===== src/rtl/cbus_rr_arbiter.sv =====
// Round-robin CBus arbiter: request reaches oreq 2 cycles after selection, then oreq/oresp pass through to the grantee until last.
// Non-grantees wait with zeroed responses; define CBUS_ARB_STATS_EN to add saturating per-requester grant counters (grant_cnt).
package cbus_pkg;
   typedef struct packed {
      logic        valid;
      logic        is_write;
      logic [2:0]  size;
      logic [31:0] addr;
      logic [3:0]  strb;
      logic [31:0] data;
      logic        last;
   } cbus_req_t;

   typedef struct packed {
      logic        ready;
      logic        last;
      logic [31:0] data;
   } cbus_resp_t;
endpackage

module cbus_rr_arbiter
   import cbus_pkg::*;
#(
   parameter  int NUM_INPUTS = 2,
   localparam int IDX_W      = (NUM_INPUTS > 1) ? $clog2(NUM_INPUTS) : 1
) (
   input  logic             clk,
   input  logic             resetn,
   input  cbus_req_t        ireqs  [NUM_INPUTS],
   output cbus_resp_t       iresps [NUM_INPUTS],
   output cbus_req_t        oreq,
   input  cbus_resp_t       oresp,
   output logic             busy,
   output logic [IDX_W-1:0] grant_idx
`ifdef CBUS_ARB_STATS_EN
   ,
   output logic [NUM_INPUTS-1:0][15:0] grant_cnt
`endif
);

   typedef enum logic [1:0] {IDLE, GRANT, BUSY} state_t;

   state_t           state_q, state_d;
   logic [IDX_W-1:0] grant_idx_q, grant_idx_d;
   logic [IDX_W-1:0] rr_ptr_q, rr_ptr_d;
   logic             win_vld;
   logic [IDX_W-1:0] win_idx;
   logic [IDX_W:0]   cand;
   logic [IDX_W:0]   ptr_inc;
   logic             bus_done;

   assign bus_done = oresp.ready & oresp.last;

   // Scan from the farthest offset down so the requester closest to rr_ptr wins.
   always_comb begin
      win_vld = 1'b0;
      win_idx = '0;
      cand    = '0;
      for (int k = NUM_INPUTS - 1; k >= 0; k--) begin
         cand = {1'b0, rr_ptr_q} + (IDX_W+1)'(k);
         if (cand >= (IDX_W+1)'(NUM_INPUTS)) begin
            cand = cand - (IDX_W+1)'(NUM_INPUTS);
         end
         if (ireqs[cand[IDX_W-1:0]].valid) begin
            win_vld = 1'b1;
            win_idx = cand[IDX_W-1:0];
         end
      end
   end

   always_ff @(posedge clk or negedge resetn) begin
      if (!resetn) begin
         state_q     <= IDLE;
         grant_idx_q <= '0;
         rr_ptr_q    <= '0;
      end else begin
         state_q     <= state_d;
         grant_idx_q <= grant_idx_d;
         rr_ptr_q    <= rr_ptr_d;
      end
   end

   always_comb begin
      ptr_inc = {1'b0, grant_idx_q} + (IDX_W+1)'(1);
      if (ptr_inc >= (IDX_W+1)'(NUM_INPUTS)) begin
         ptr_inc = '0;
      end
      state_d     = state_q;
      grant_idx_d = grant_idx_q;
      rr_ptr_d    = rr_ptr_q;
      unique case (state_q)
         IDLE: begin
            if (win_vld) begin
               state_d     = GRANT;
               grant_idx_d = win_idx;
            end
         end
         GRANT: state_d = BUSY;
         BUSY: begin
            if (bus_done) begin
               state_d  = IDLE;
               rr_ptr_d = ptr_inc[IDX_W-1:0];
            end
         end
         default: state_d = IDLE;
      endcase
   end

   // GRANT deliberately keeps oreq at zero so a freshly selected request never issues early.
   always_comb begin
      oreq = '0;
      for (int i = 0; i < NUM_INPUTS; i++) begin
         iresps[i] = '0;
      end
      if (state_q == BUSY) begin
         oreq                = ireqs[grant_idx_q];
         iresps[grant_idx_q] = oresp;
      end
   end

   assign busy      = (state_q != IDLE);
   assign grant_idx = grant_idx_q;

`ifdef CBUS_ARB_STATS_EN
   logic [NUM_INPUTS-1:0][15:0] grant_cnt_q;

   always_ff @(posedge clk or negedge resetn) begin
      if (!resetn) begin
         grant_cnt_q <= '0;
      end else if ((state_q == IDLE) && win_vld && (grant_cnt_q[win_idx] != 16'hFFFF)) begin
         grant_cnt_q[win_idx] <= grant_cnt_q[win_idx] + 16'd1;
      end
   end

   assign grant_cnt = grant_cnt_q;
`endif

endmodule


===== config.mk =====
export PLATFORM = sky130hd
export DESIGN_NAME = cbus_rr_arbiter
export DESIGN_NICKNAME = d
export VERILOG_FILES = /design/src/rtl/cbus_rr_arbiter.sv
export SDC_FILE = /design/constraint.sdc
export NUM_CORES = 1
export LEC_CHECK = 0
export ABC_CLOCK_PERIOD_IN_PS = 2500
export CORE_AREA = 2 2 128 130
export DETAILED_ROUTE_END_ITERATION = 16
export DIE_AREA = 0 0 130 132
export REMOVE_ABC_BUFFERS = 1
export SYNTH_ARGS = -nofsm -noshare
export SYNTH_HDL_FRONTEND = slang
export SYNTH_SLANG_ARGS = --single-unit

===== constraint.sdc =====
create_clock -name clk -period 2.5 [get_ports clk]
set_input_delay 0.5 -clock clk [delete_from_list [all_inputs] [get_ports clk]]
set_output_delay 0.5 -clock clk [all_outputs]
set_load 0.02 [all_outputs]

**Word-level counts from Yosys, hierarchy flattened**

Index checks and enable logic that the tools add are counted.

- Add/sub/neg operators: 4
- $lt $le $gt $ge: 7
- Equality and inequality tests: 4
- Multiplexer cells: 23
- Bitwise gates (word level): 5
- Reduce and logical (&&, ||, !) cells: 6

Operators with widths:

| operator | number |
|---|---|
| 2-to-1 mux 74 bit | 10 |
| bitwise AND 68 bit | 1 |
| 2-to-1 mux 68 bit | 1 |
| demux 34 bit (select 1 bit) | 1 |
| 2-to-1 mux 34 bit | 1 |
| greater-or-equal comparator 2 bit (second input constant) | 5 |
| 2-to-1 mux 1 bit | 7 |
| inverter 1 -> 2 bit | 3 |
| one-hot mux 2 bit (3 select lines) | 1 |
| AND reduction 2 bit | 3 |
| adder 1 x 1 -> 2 bit (second input constant) | 2 |
| 2-to-1 mux 2 bit | 2 |
| inequality test 2 bit (second input constant) | 2 |
| equality test 2 x 1 -> 1 bit (second input constant) | 1 |
| equality test 2 bit (second input constant) | 1 |
| greater-or-equal comparator 1 x 2 -> 1 bit (second input constant) | 1 |
| zero test 2 bit | 1 |
| < comparator 2 x 1 -> 1 bit (second input constant) | 1 |
| nonzero test 2 bit | 1 |
| subtractor 1 bit (second input constant) | 2 |
| bitwise AND 1 bit | 1 |
| logical AND 1 bit | 1 |

- Bits in registers: 4
- Bits of input ports: 184
- Output and inout bits: 144

**Logic depth before layout (Yosys ltp)**

Gate-level depths: netlist (run 1).

- Depth after elaboration: 11
- Mapped depth: 5
- Gate-level depth less buffers: 2

**Worst setup path before layout (run 1)**

Ideal clock, no wire load.

- Kind: register to output
- Start: reg grant_idx_q, in the netlist grant_idx
- End: out oreq[42] in the netlist's numbering
- Arrival time: 1.343 ns
- Slack: 0.657 ns
- Cell stages (with the launch flop): 6
- Path buffers: 3
- Path through: dfrtp_1 -> buf_4 -> buf_6 -> buf_4 -> mux2i_1 -> nor2_1

RTL lines:

| what | line | text |
|---|---|---|
| start, declared | 44 | `logic [IDX_W-1:0] grant_idx_q, grant_idx_d;` |
| start signal, assigned | 78 | `grant_idx_q <= grant_idx_d;` |
| end, declared | 31 | `output cbus_req_t oreq,` |

==> run summary, run 1 <==
STA classifies the critical path startpoint as a register. In this run the worst hold path is classified as input pin to async pin. The number of hold buffers added after CTS was 0. The Yosys step of the flow raised 0 warnings. Post-route non-filler standard cell count: 803. In the synthesized netlist, mux cells make up 40.9% of the area.

The logs give 2.53 nW for the leakage power and 2 for the clock tree buffer depth. Dividing the detail-routed wire length by the instance count gives 13.7 um. The final instance area came out at 5460 um2. For the initial detailed-routing violation count, the log shows 47. The switching share of total power is 48.5%.

For the final routed database, the setup TNS stands at 0 ps. In the routed design, unresolved DRC markers number 0. The tools report the count of H-tree levels built during CTS as 1. The tools report the total routing resource utilization after global routing as 11.3%.

Setup repair after global routing could not meet its margin everywhere. The run gives 167 ps as the pre-CTS setup slack. The repair_antennas step left the layout with diodes totalling 0. At the worst endpoint, the arrival time is 1960 ps.

The library cells used most frequently in the layout, excluding fill and tap cells, are clkdlybuf4s50_1, nor2_1, mux2i_1. The synthesized flop and latch total was 4. Of all nets on the critical path, the largest fanout is 26. After clock tree synthesis, the clock-pin slew on the worst setup and hold paths is 30 ps. The die is 132 um tall.

328 I/O pins were placed. The cell chosen for the clock root is clkbuf_16. Once placement completed, the tool counted placed cells totaling 794.

The count of final max-slew check failures is 0, and the global-route congestion overflow total is 0. The routed design could run at a clock period as short as 2460 ps. The die covers 17200 um2. The synthesized netlist devotes 0% of its cell area to XOR and XNOR gates. The initial antenna violation count is 0. TritonCTS built the clock tree. The number of distinct library cells after synthesis came out at 22. After synthesis, the largest family of logic cells by area is simple AND/OR/NAND/NOR gates. The detailed placement HPWL is 9.47 mm.

Sequential elements use 5.38% of the synthesized area. The period utilization came out at 98.2%. The post-placement cell area is 5340 um2, and the initial cell density of the core is 11.8%.

The number of global-route vias before repair came out at 3052. The die is 130 um wide. Measured in cells, the most critical reg-to-reg path has a length of 3.

The count of port buffers added during placement is 327, and the share of post-route cells with drive strength above 1 is 4.94%. The run gives 0 as the number of hold-slack violations in the final timing report. The floorplan step defined a core boundary enclosing 15700 um2. Before antenna repair, the detailed router went through 6 iterations. The synthesized netlist devotes 42.5% of its cell area to simple gates. The critical path is of the register to output port type. The detail route stage leaves a number of antenna-violating nets equal to 0.

The maximum operating frequency is 0.407 GHz, and the number of instances in the synthesized netlist is 269. Entering global routing, the biggest net connects 54 pins. Setup violations remaining at the end of the flow were counted as 0.

The total wire length after detailed routing is 11.0 mm. The worst reg2reg path endpoint was state_q[0]. For the worst-skew pair, the clock arrives at the later sink with an insertion delay of 220 ps. In this run the power spent charging and discharging nets is 2.34 mW. Cell internal power was estimated by the tool at 2.49 mW.

Using the TritonRoute via totals, the vias-per-cell ratio works out to 3.89. The net count of the finished layout is 772. Between clock sinks in the finished design, the worst skew comes to 1.26 ps.

The power density relative to cell area came out at 884 nW/um2. The tools report the portion of total power attributed to the clock network as 5.2%. Leaving out fill and tap cells, the most frequent cell in the layout is clkdlybuf4s50_1.

Worst ir drop on vdd: 309 uV. The area growth from synthesis to layout is 193%. Setup slack on the critical path of the routed design comes to 44.9 ps. For the cell area after synthesis, the log shows 1860 um2. The floorplan has 46 rows. The run gives 4 as the clock net sink count.

The post-route worst hold slack is 485 ps. The tool flagged a number of max-cap violations equal to 0. STA puts the critical path data required time at 2000 ps. Of the total power, registers draw 4.0%.

The synthesized netlist devotes 0% of its cell area to adder and majority cells. The tools report the placer congestion estimate as 0.760. Combinational cells account for 90.8% of the total power. STA classifies the critical path endpoint as an output port.

The tools report the startpoint of the lowest-slack register-to-register path as state_q[0]. The logs give 82.1% for the worst-case headroom to the max-slew limit and 3 for the number of buffers added by the clock tree synthesis step. The tools report the via count as 3123. The average instance area after synthesis is 6.92 um2. The first global-routing pass estimated 15.8 mm of wire. For the minimum setup slack among reg-to-reg paths, the log shows 1390 ps.

The transition at the pin with the smallest max-transition slack came out at 269 ps. The run finished with clean final reports. Synthesized-area fraction occupied by ao, oa, aoi and oai cells: 1.14%.
## worst max-delay path by stage
stage / from / to / slack (ps) / cells past startpoint
floorplan: grant_idx / iresps[27] / -1980 / 2
global placement: ireqs[73] / oreq[73] / 170 / 4
detailed placement: ireqs[26] / oreq[26] / 170 / 4
CTS: grant_idx / oreq[48] / 1 / 4
global route: grant_idx / oreq[61] / -10 / 4
finish: grant_idx / oreq[46] / 40 / 5
## routing by layer
| metal | track usage [%] | part of all wire (%) | wire length [um] |
|---|---|---|---|
| met5 | 0 | 0 | 0 |
| met4 | 2.51 | 1.5 | 170 |
| met3 | 2.15 | 9.4 | 1030 |
| met2 | 22.7 | 52 | 5750 |
| met1 | 11.8 | 37 | 4050 |
## power groups by stage
stage	logic [mW]	clock network [mW]	registers [mW]
2_1_floorplan	2.07	0	0.391
3_3_place_gp	4.33	0	0.198
3_5_place_dp	4.38	0	0.201
4_1_cts	4.32	0.258	0.200
5_1_grt	4.68	0.261	0.204
6_report	4.39	0.253	0.191
## state kept, by name, summed over array words and instances (netlist names)
signal     count
rr_ptr_q       1
state_q        2
grant_idx      1
## through the flow
step / utilization [%] / power [mW]
after global routing: 34.8 / 5.14
after global placement: 34.0 / 4.52
final: 34.8 / 4.83
after CTS: 34.2 / 4.78
after floorplan: - / 2.46
after detailed placement: 34.0 / 4.58
## Yosys cell counts (all sizes together)
master   number  area [um2]
a211oi        1        7.51
and3         27         169
nor3b         2        26.3
nor2b         1        13.8
clkbuf        5        21.3
nand2b        9        56.3
nand4b        1        8.76
nand2         1        3.75
a21oi         1        5.00
and2         27         169
buf          21         163
inv           1        3.75
a2bb2oi       1        8.76
mux2          1        11.3
nor2         90         338
mux2i        75         751
dfrtp         4         100
or2           1        6.26
## layout make-up
| class | count | area (um2) |
|---|---|---|
| Clock buffer | 4 | 78.8 |
| Fill cell | 1622 | 10200 |
| Timing Repair Buffer | 340 | 3430 |
| Sequential cell | 4 | 105 |
| Tap cell | 216 | 270 |
| Multi-Input combinational cell | 238 | 1580 |
| Inverter | 1 | 3.75 |
## cells by family (layout without fill, tap and decap cells)
logic type             after synthesis  in the layout
AND/OR/NAND/NOR                    159            159
AO/OA/AOI/OAI                        3              3
flip-flops                           4              4
buffers and inverters               27            345
multiplexers                        76             76
## critical path, stage by stage (launching register included)
cell             delay, ps
dfrtp_4                560
buf_12                 170
clkbuf_16              180
mux2i_1                120
nor2_1                  80
clkdlybuf4s50_1        610
## what timing repair did
item / in CTS / in global routing
gates cloned: 0 / 1
endpoints found under the hold margin: 0 / 0
endpoints found under the setup margin: 27 / 60
buffers inserted: 0 / 4
gates resized for setup: 27 / 5
(Power assumes the default switching activity.)
==> inputs of run 2 (changes only) <==
Settings changed: CAP_MARGIN set to 20, SLEW_MARGIN set to 10.
==> results of run 2 <==
Final layout, timing and power as in run 1 (identical DEF).
==> patch 1, RTL diff (flow settings as in run 2) <==
Change the parameter `NUM_INPUTS` from 2 to 1.
--- a/src/rtl/cbus_rr_arbiter.sv
+++ b/src/rtl/cbus_rr_arbiter.sv
@@ -22,5 +22,5 @@
    import cbus_pkg::*;
 #(
-   parameter  int NUM_INPUTS = 2,
+   parameter  int NUM_INPUTS = 1,
    localparam int IDX_W      = (NUM_INPUTS > 1) ? $clog2(NUM_INPUTS) : 1
 ) (
Interface: changed (resized ireqs and iresps); port bits go from 328 to 220. No check against the original RTL was run, so the function may have changed too.
==> patch 1 against run 2 <==
  * Final area decreased by 38%
  * Wire length decreased by 48%
  * Total power decreased by 46%
  * Setup slack improved by 0.10 ns
  * Critical path type unchanged
  * Area after synthesis decreased by 50%
  * Largest cell class unchanged
  * Sequential cell count decreased by 2
  * Largest power group unchanged
  * Via count decreased by 48%
  * Sequential share of layout area decreased by 0.45 points
==> patch 1: results (changes against run 2) <==
Compound-Gate Fraction of Synth Area -> 0.543% (-0.60 points)
post-synth cell types -> 14 (-36%)
routed wl met3 -> 637 µm (-38%)
Worst Setup SP -> state_q[0]$_DFFE_PN0P_
synth cell count leaders -> and2_1 (88), and2_4 (20), clkbuf_2 (8)
routability-driven placement congestion ratio -> 0.661 (-13%)
leakage power -> 1.26 nW (-50%)
DRT iter0 DRCs -> 24 (-49%)
DP HPWL -> 5200 µm (-45%)
placed inst area -> 3320 µm² (-38%)
status -> finished, final reports clean
reg-to-reg slack, setup -> 1.62 ns (+0.23 ns)
R2R cell count -> 2 (-1)
Detailed Routing Iterations Pass 1 -> 2 (-4)
worst-path fanout max -> 52 (+100%)
Worst IR Drop VDD -> 0.720 mV (+130%)
layout cell share with drive strength beyond 1 -> 8.24% (+3.3 points)
mux contribution to synthesized area -> 1.22% (-40 points)
NumNets Final -> 452 (-41%)
vias in the first global route -> 1582 (-48%)
CTS-repair resized insts -> 0 (-100%)
largest cells by area after synthesis -> and2_1 (60%), and2_4 (19%), dfrtp_1 (5.4%)
Critical path destination -> iresps[28]
first-pass GRT wire length -> 8180 µm (-48%)
Routed met1 length -> 2070 µm (-49%)
sequential area share after synthesis -> 5.43% (+0.051 points)
## patch 1: cell types whose count changed in the layout (fill, tap and decap cells not counted), moves of 3 or more
cell,before,now
nor2_1,90,1
mux2i_1,75,0
clkdlybuf4s50_1,291,218
and2_1,27,88
and3_1,27,0
dlygate4sd2_1,27,0
and2_4,0,20
buf_4,12,0
nand2b_1,8,0
buf_12,5,2
dlymetal6s2s_1,3,0
## patch 1: final cells by class
type / count / area [µm²] / share of cell area, %
repair buffers: 220 / 2220 / 65.5
clock buffers: 3 / 75.1 / 2.21
multi-input cells: 114 / 769 / 22.7
inverters: 1 / 3.75 / 0.111
well taps: 216 / 270 / 7.97
flip-flops and latches: 2 / 50.0 / 1.48
## patch 1: worst register-to-register path: stages, from the launching register on
cell and delay, ns:
dfrtp_1 0.41, or2_2 0.30, nor2_1 0.09
## patch 1: per-layer routing
metal	up-vias	GRT usage (%)
met2	111	11.8
met5	-	0
met1	711	5.99
met4	0	0.896
met3	2	1.66
li1	796	-
## patch 1: per-stage QoR
step	std cells	hold WS [ns]	worst slack [ns]
final	556	0.444	0.149
after global routing	556	0.452	0.0311
after CTS	556	0.443	0.0975
after detailed placement	553	0.543	0.236
after global placement	553	0.533	0.233
after floorplan	117	0.204	-0.247
## patch 1: where the power goes
part	switching, mW	total, mW	leakage, nW	internal, mW
Sequential	0.0135	0.0588	0.0253	0.0453
Combinational	1.10	2.33	1.19	1.23
Clock	0.0359	0.239	0.0370	0.203
## patch 1: cells by family after synthesis
group           count (synthesis)
mux                             1
compound gates                  1
other cells                     1
flops                           2
buf+inv                        14
simple gates                  111
==> patch 2, RTL diff (settings of run 2) <==
Made on the original files. The 3 states of `state_t` get a one-hot encoding in 3 bits.
--- a/src/rtl/cbus_rr_arbiter.sv
+++ b/src/rtl/cbus_rr_arbiter.sv
@@ -39,5 +39,5 @@
 );
 
-   typedef enum logic [1:0] {IDLE, GRANT, BUSY} state_t;
+   typedef enum logic [2:0] {IDLE = 3'b001, GRANT = 3'b010, BUSY = 3'b100} state_t;
 
    state_t           state_q, state_d;
Function: same outputs for any inputs over 10 cycles, from zero or initial values and one cycle with resetn low; not proved beyond that.
==> patch 2 against run 2 <==
  * Clock skew grew 0.0016 ns
  * Sequential cell count grew 1
  * Total power shrank 44%
  * Final area shrank 0.46%
  * Setup slack gained 0.073 ns
  * Area after synthesis grew 1.1%
  * Sequential share of layout area grew 0.47 points
  * Combinational power shrank 49%
  * Clock power grew 3%
  * Register-to-register slack lost 0.36 ns
  * Wire length grew 12%
  * Non-clock buffer count grew 1
  * Largest cell class unchanged
  * Largest power group unchanged
==> patch 2: results (changes against run 2) <==
Post-synth ARST share -> 100% (unchanged)
switching power -> 1.26 mW (-46%)
DP HPWL -> 10800 µm (+14%)
routability-driven placement congestion ratio -> 0.814 (+7.2%)
initial antenna violation count -> 0 (unchanged)
status -> finished, final reports clean
dpl ws -> 0.0733 ns (-0.0935 ns)
Syn Area/Cell -> 7.05 µm² (+1.9%)
Detailed Routing Iterations Pass 1 -> 4 (-2)
Sw Ratio -> 46.3% (-2.2 points)
number of CTS-inserted buffers -> 3 (unchanged)
Vias -> 3166 (+1.4%)
Skew-Pair Late Insertion Delay -> 0.22 ns (about the same)
DRT iter0 DRCs -> 44 (-6.4%)
slowest stage cell on the critical path -> or3b_4
# diodes -> 0 (unchanged)
DR WL/cell -> 15.3 µm (+12%)
vias in the first global route -> 3303 (+8.2%)
max reg flops -> 3 (+1)
dominant synthesized flop cell -> dfrtp_1
Worst IR Drop VDD -> 0.308 mV (-0.39%)
post-synth cell types -> 23 (+4.5%)
Clock Skews -> 0.00284 ns (+0.00159 ns)
largest cells by area after synthesis -> mux2i_1 (40%), nor2_1 (15%), and2_1 (11%)
leakage power -> 3.25 nW (+28%)
clock transition at the registers of the reported paths -> 0.03 ns (about the same)
Crit path arrival time -> 1.88 ns (-0.08 ns)
htree depth -> 1 (unchanged)
Worst Tran Pin Value -> 0.360 ns (+0.0914 ns)
total track usage -> 13.3% (+2.0 points)
fill count -> 1658 (+2.2%)
sequential area share after synthesis -> 6.71% (+1.3 points)
NumNets Final -> 771 (-0.13%)
worst-path fanout max -> 58 (+120%)
placed inst area -> 5410 µm² (+1.4%)
Crit path max-delay family -> simple AND/OR/NAND/NOR gates
fraction of power consumed by the clock network -> 9.6% (+4.4 points)
first-pass GRT wire length -> 18200 µm (+15%)
pin count of the biggest net entering global routing -> 59 (+9.3%)
layout cell share with drive strength beyond 1 -> 5.80% (+0.86 points)
comb pwr -> 2.25 mW (-49%)
port bufs -> 327 (unchanged)
Root Driver -> clkbuf_16
mux contribution to synthesized area -> 40.5% (-0.46 points)
synth cell count leaders -> nor2_1 (77), mux2i_1 (75), and2_1 (34), and3_1 (34), buf_2 (9)
post-route insts no fill -> 802 (-0.12%)
XOR/XNOR Fraction of Synth Area -> 0% (unchanged)
slowest stage delay, CP -> 0.46 ns (-0.15 ns)
Compound-Gate Fraction of Synth Area -> 2.52% (+1.4 points)
patch 2: changes by cell type after synthesis, sizes merged, moves of 2 or more:
cell	before	now
nor2	90	78
nand2b	9	0
and2	27	34
and3	27	34
clkbuf	5	8
buf	21	19
o21ai	0	2
patch 2: worst paths after layout:
kind,start,endpoint,slack [ns],depth (start not counted)
setup / recovery,state_q[0]$_DFFE_PN1P_,oreq[55],0.12,4
hold / removal,resetn,state_q[1]$_DFFE_PN0P_,0.50,1
setup reg to reg,state_q[0]$_DFFE_PN1P_,rr_ptr_q$_DFFE_PN0P_,1.03,4
hold reg to reg,rr_ptr_q$_DFFE_PN0P_,rr_ptr_q$_DFFE_PN0P_,0.51,2
max in group asynchronous,resetn,state_q[0]$_DFFE_PN1P_,1.74,1
min in group clk,rr_ptr_q$_DFFE_PN0P_,rr_ptr_q$_DFFE_PN0P_,0.51,2
patch 2: cell type report:
type | count | area (µm²) | area share (%)
Inverter | 1 | 3.75 | 0.0690
Multi-Input combinational cell | 235 | 1600 | 29.4
Clock buffer | 4 | 78.8 | 1.45
Sequential cell | 5 | 130 | 2.39
Tap cell | 216 | 270 | 4.97
Timing Repair Buffer | 341 | 3360 | 61.7
patch 2: metal layers:
| layer | vias up | routed length [µm] | global-route usage (%) |
|---|---|---|---|
| li1 | 1543 | - | - |
| met1 | 1389 | 4600 | 14.2 |
| met2 | 214 | 6200 | 25.7 |
| met3 | 20 | 1220 | 3.21 |
| met4 | 0 | 286 | 3.29 |
| met5 | - | 0 | 0 |
patch 2: repair_timing:
item | CTS | global route
gates cloned | 1 | 0
resized for setup | 113 | 21
setup buffers | 1 | 0
hold endpoints to repair | 0 | 0
pin swaps | 1 | 0
setup endpoints to repair | 132 | 21
